===== config.mk =====
export PLATFORM = sky130hd
export DESIGN_NAME = mul4k_mod_unit
export DESIGN_NICKNAME = d
export VERILOG_FILES = /design/src/rtl/mul4k_mod_unit_pkg.sv /design/src/rtl/mul4_mod_step.sv /design/src/rtl/mul4k_mod_unit.sv
export SDC_FILE = /design/constraint.sdc
export NUM_CORES = 1
export LEC_CHECK = 0
export BUFFER_PORTS_ARGS = -buffer_cell sky130_fd_sc_hd__clkbuf_2
export CORE_ASPECT_RATIO = 1.4
export CORE_MARGIN = 5
export CORE_UTILIZATION = 63
export CTS_BUF_LIST = sky130_fd_sc_hd__clkbuf_8
export DETAILED_ROUTE_END_ITERATION = 16
export PLACE_DENSITY = 0.88
export SYNTH_ARGS = -nofsm -noshare
export SYNTH_HDL_FRONTEND = slang
export SYNTH_HIERARCHICAL = 1
export SYNTH_SLANG_ARGS = --single-unit

===== constraint.sdc =====
create_clock -name clk -period 6.7 [get_ports clk]
set_input_delay 1.005 -clock clk [delete_from_list [all_inputs] [get_ports clk]]
set_output_delay 1.005 -clock clk [all_outputs]
set_load 0.02 [all_outputs]

===== src/rtl/mul4k_mod_unit_pkg.sv =====
// mul4k_mod_unit_pkg: shared field constants and FSM encoding for the a*4^k mod p unit
`ifndef WORD_SIZE
`define WORD_SIZE 16
`endif
`ifndef CHAR
`define CHAR 65521
`endif
`ifndef CHAR_2X
`define CHAR_2X 131042
`endif
`ifndef CHAR_3X
`define CHAR_3X 196563
`endif

package mul4k_mod_unit_pkg;
    localparam int WORD_W = `WORD_SIZE;
    // p, 2p and 3p widened to the signed difference width used by the x4 step
    localparam logic [WORD_W+2:0] P1 = (WORD_W+3)'(`CHAR);
    localparam logic [WORD_W+2:0] P2 = (WORD_W+3)'(`CHAR_2X);
    localparam logic [WORD_W+2:0] P3 = (WORD_W+3)'(`CHAR_3X);

    typedef enum logic [1:0] {
        ST_IDLE,
        ST_RUN,
        ST_DONE
    } state_t;
endpackage


===== src/rtl/mul4_mod_step.sv =====
// mul4_mod_step: combinational y = 4x mod p for x < p
module mul4_mod_step
    import mul4k_mod_unit_pkg::*;
(
    input  logic [WORD_W-1:0] x,
    output logic [WORD_W-1:0] y
);
    logic [WORD_W+2:0] x4;
    logic [WORD_W+2:0] d1;
    logic [WORD_W+2:0] d2;
    logic [WORD_W+2:0] d3;

    assign x4 = {1'b0, x, 2'b00};
    assign d1 = x4 - P1;
    assign d2 = x4 - P2;
    assign d3 = x4 - P3;

    // keep the difference with the largest multiple of p that stays non-negative
    always_comb begin
        y = !d3[WORD_W+2] ? d3[WORD_W-1:0] :
            !d2[WORD_W+2] ? d2[WORD_W-1:0] :
            !d1[WORD_W+2] ? d1[WORD_W-1:0] : x4[WORD_W-1:0];
    end
endmodule


===== src/rtl/mul4k_mod_unit.sv =====
// mul4k_mod_unit: iterative c = a*4^k mod p, one x4 step per cycle
module mul4k_mod_unit
    import mul4k_mod_unit_pkg::*;
#(
    parameter int CNT_W = 9
) (
    input  logic              clk,
    input  logic              rst_n,
    input  logic              start,
    input  logic [WORD_W-1:0] a,
    input  logic [CNT_W-1:0]  k,
    output logic              busy,
    output logic              done,
    output logic [WORD_W-1:0] c
);
    state_t            state;
    state_t            state_nxt;
    logic [WORD_W-1:0] x;
    logic [WORD_W-1:0] x_nxt;
    logic [WORD_W-1:0] y;
    logic [CNT_W-1:0]  cnt;
    logic [CNT_W-1:0]  cnt_nxt;
    logic              accept;

    mul4_mod_step u_step (
        .x(x),
        .y(y)
    );

    // start is only honoured outside RUN, so DONE can chain straight into a new job
    assign accept = start && (state != ST_RUN);

    // state register
    always_ff @(posedge clk or negedge rst_n) begin
        if (!rst_n) state <= ST_IDLE;
        else        state <= state_nxt;
    end

    // next-state: RUN counts down to DONE; IDLE/DONE launch on start
    always_comb begin
        state_nxt = (state == ST_RUN) ? ((cnt == CNT_W'(1)) ? ST_DONE : ST_RUN) :
                    accept            ? ((k != '0) ? ST_RUN : ST_DONE) : ST_IDLE;
    end

    // status outputs decoded from the current state
    always_comb begin
        busy = (state == ST_RUN);
        done = (state == ST_DONE);
    end

    // datapath next values: load on accept, step while running, hold otherwise
    always_comb begin
        x_nxt   = accept ? a : (state == ST_RUN) ? y : x;
        cnt_nxt = accept ? k : (state == ST_RUN) ? cnt - CNT_W'(1) : cnt;
    end

    // working registers; c captures the final x only on entry to DONE
    always_ff @(posedge clk or negedge rst_n) begin
        if (!rst_n) begin
            x   <= '0;
            cnt <= '0;
            c   <= '0;
        end else begin
            x   <= x_nxt;
            cnt <= cnt_nxt;
            if (state_nxt == ST_DONE) c <= x_nxt;
        end
    end
endmodule


==> qor.csv <==
stage;metric;value;unit
route;ant_nets;0;
floorplanning;coreArea;4170;um2
sta;slew_headroom;0.305;
power;sequentialPowerShare;0.361;
floorplanning;initial_utilization;0.642;
route;drt_iter0_drc;179;
clock_network;worstSkewPairLatency;300;ps
sta;skew;8.00;ps
synthesis;synth_warnings;6;
clock_network;clk_pin_slew;80;ps
sta;timing.hold.ws;512;ps
route;first_pass_iters;4;
placement;placed_cell_area;2860;um2
placement;io_buffers;45;
synthesis;syn_avg_cell_area;9.84;um2
synthesis;async_reset_ff_frac;1.00;
global_routing;overflow;0;
floorplanning;ios;46;
sta;worst_pin_slew;1040;ps
power;swShare;0.434;
power;max-vdd-ir-drop;0.313;mV
floorplanning;die_y;87.1;um
synthesis;ys_ff_latch;43;
clock_network;clock_sink_count;43;
power;p_leak;1.46;nW
clock_network;htreeDepth;2;
global_routing;grt_pass1_vias;2216;
run;max_cap_viol_count;0;
clock_network;cts_tree;yes;
power;combPwrFrac;0.478;
worst_setup_path;cp.arrival;1920;ps
synthesis;synth_edf_count;0;
global_routing;antenna_found_initial;0;
global_routing;grt_pass1_wl;10100;um
global_routing;grt_usage;0.228;
finish;final_util;0.718;
floorplanning;die_area;5670;um2
sta;finalSetupTns;0;ps
power;intPower;0.826;mW
finish;drive_above_1_share;0.279;
synthesis;yosysUniqueCellTypes;65;
sta;clock.fmax;342;MHz
synthesis;synth_cells;272;
sta;setup_viol;0;
worst_setup_path;criticalPathCategory;flop to output port;
finish;antenna_cells;0;
clock_network;numCtsBuffers;5;
synthesis;yosysSeqAreaShare;0.402;
floorplanning;num_rows;28;
worst_setup_path;crit_fanout;43;
sta;hold_violations;0;
synthesis;synth-main-ff-cell;dfrtp_1;
status;run_status;completed;
global_routing;grt_max_degree;44;
route;viasPerCell;6.40;
worst_setup_path;cp-start-kind;flop;
route;wire_per_inst;17.2;um
sta;finalMaxSlewViolations;0;
clock_network;cts_hold_buf;0;
worst_setup_path;crit_required;5690;ps
sta;period_needed;2920;ps
route;vias;2260;
placement;place_congestion;0.898;
power;p_clk_frac;0.160;
clock_network;cts_max_path_buffers;2;
power;power.density;488;nW/um2
sta;rsz0062_at_grt;no;
power;power.net_switching;0.633;mW
finish;area_growth;11.8;%
finish;final_nets;338;
power;p_total;1.46;mW
placement;dpl.hpwl;4260;um
synthesis;netlist_area;2680;um2
hold_path;hp-class;flop to flop;
sta;period_share;0.436;
clock_network;cts_setup_buffers;0;
route;drcViolationCount;0;
worst_setup_path;endpoint_kind;output port;
route;routed_wirelength;6070;um
synthesis;syn-num-nets;303;
finish;fin_area;2990;um2
floorplanning;die_w;65.1;um
clock_network;cts_root_buf;clkbuf_8;
clock_network;post_cts_resized;0;
-- placed cells by master, fill, tap and decap left out, drive strengths merged, types with 2 or more instances in the layout --
cell	count
nor3	6
o21bai	2
and4	2
a221o	2
nand3	9
o21ai	27
xor2	2
clkbuf	50
o211a	3
mux2	16
o21a	3
nor2	14
and3	5
bufinv	2
dfrtp	43
inv	9
nand2b	4
and2	3
a21oi	9
o221a	2
o211ai	3
nor4	3
nand4	6
mux2i	17
nand2	31
nor2b	2
or4	2
xnor2	9
ha	3
-- final timing paths --
path	from	cells after the start	endpoint	slack (ps)
max	state[1]	3	busy	3780
min	c[5]	1	c[5]	510
max reg2reg	state[1]	5	c[4]	4020
min reg2reg	c[5]	1	c[5]	510
max in group asynchronous	rst_n	1	x[3]	5180
min in group asynchronous	rst_n	1	c[2]	880
-- cells in the mapped netlist, drive strengths merged, types with 8 or more instances --
cell	n	area share
dfrtp	43	0.40
nand2	31	0.044
o21ai	27	0.055
mux2i	17	0.064
mux2	16	0.080
nor2	14	0.021
clkbuf	11	0.015
a21oi	9	0.018
nand3	9	0.017
xnor2	9	0.029
inv	8	0.011
-- layout make-up --
| type | count | area, um2 |
|---|---|---|
| Sequential cell | 43 | 1080 |
| Tap cell | 45 | 56.3 |
| Clock buffer | 5 | 68.8 |
| Clock inverter | 3 | 63.8 |
| Timing Repair Buffer | 45 | 225 |
| Inverter | 8 | 30.0 |
| Multi-Input combinational cell | 204 | 1470 |
| Fill cell | 323 | 1180 |
-- registers in the layout, summed over array words and instances (netlist names) --
signal  cells
x          16
c          16
state       2
cnt         9
-- power by group through the flow --
stage          sequential, mW  combinational, mW  clock, mW
2_1_floorplan           0.513              0.530          0
3_3_place_gp            0.518              0.659          0
3_5_place_dp            0.524              0.687          0
4_1_cts                 0.522              0.695      0.238
5_1_grt                 0.545              0.777      0.249
6_report                0.527              0.698      0.234
-- per-layer routing --
| metal | wire length, um | up-vias | global-route usage |
|---|---|---|---|
| li1 | - | 1056 | - |
| met1 | 2330 | 1113 | 0.252 |
| met2 | 3240 | 76 | 0.418 |
| met3 | 311 | 15 | 0.0426 |
| met4 | 194 | 0 | 0.106 |
| met5 | 0 | - | 0 |
-- worst max-delay path, cell delays in order, from the launching register on --
cell,delay (ps)
dfrtp_1,380
nand2b_1,360
inv_2,600
clkbuf_2,280
-- through the flow --
step | cells | setup slack, ps
2_1_floorplan | 272 | 4240
3_3_place_gp | 345 | 3620
3_5_place_dp | 345 | 3580
4_1_cts | 353 | 3790
5_1_grt | 353 | 3630
6_report | 353 | 3780
-- kinds of logic after synthesis --
group / synth area share
compound gates: 0.169
xor+xnor: 0.0360
fa+ha+maj: 0.0140
buf+inv: 0.0477
flops: 0.402
mux: 0.144
simple gates: 0.188
No activity file was read; power rests on OpenSTA's default activity.
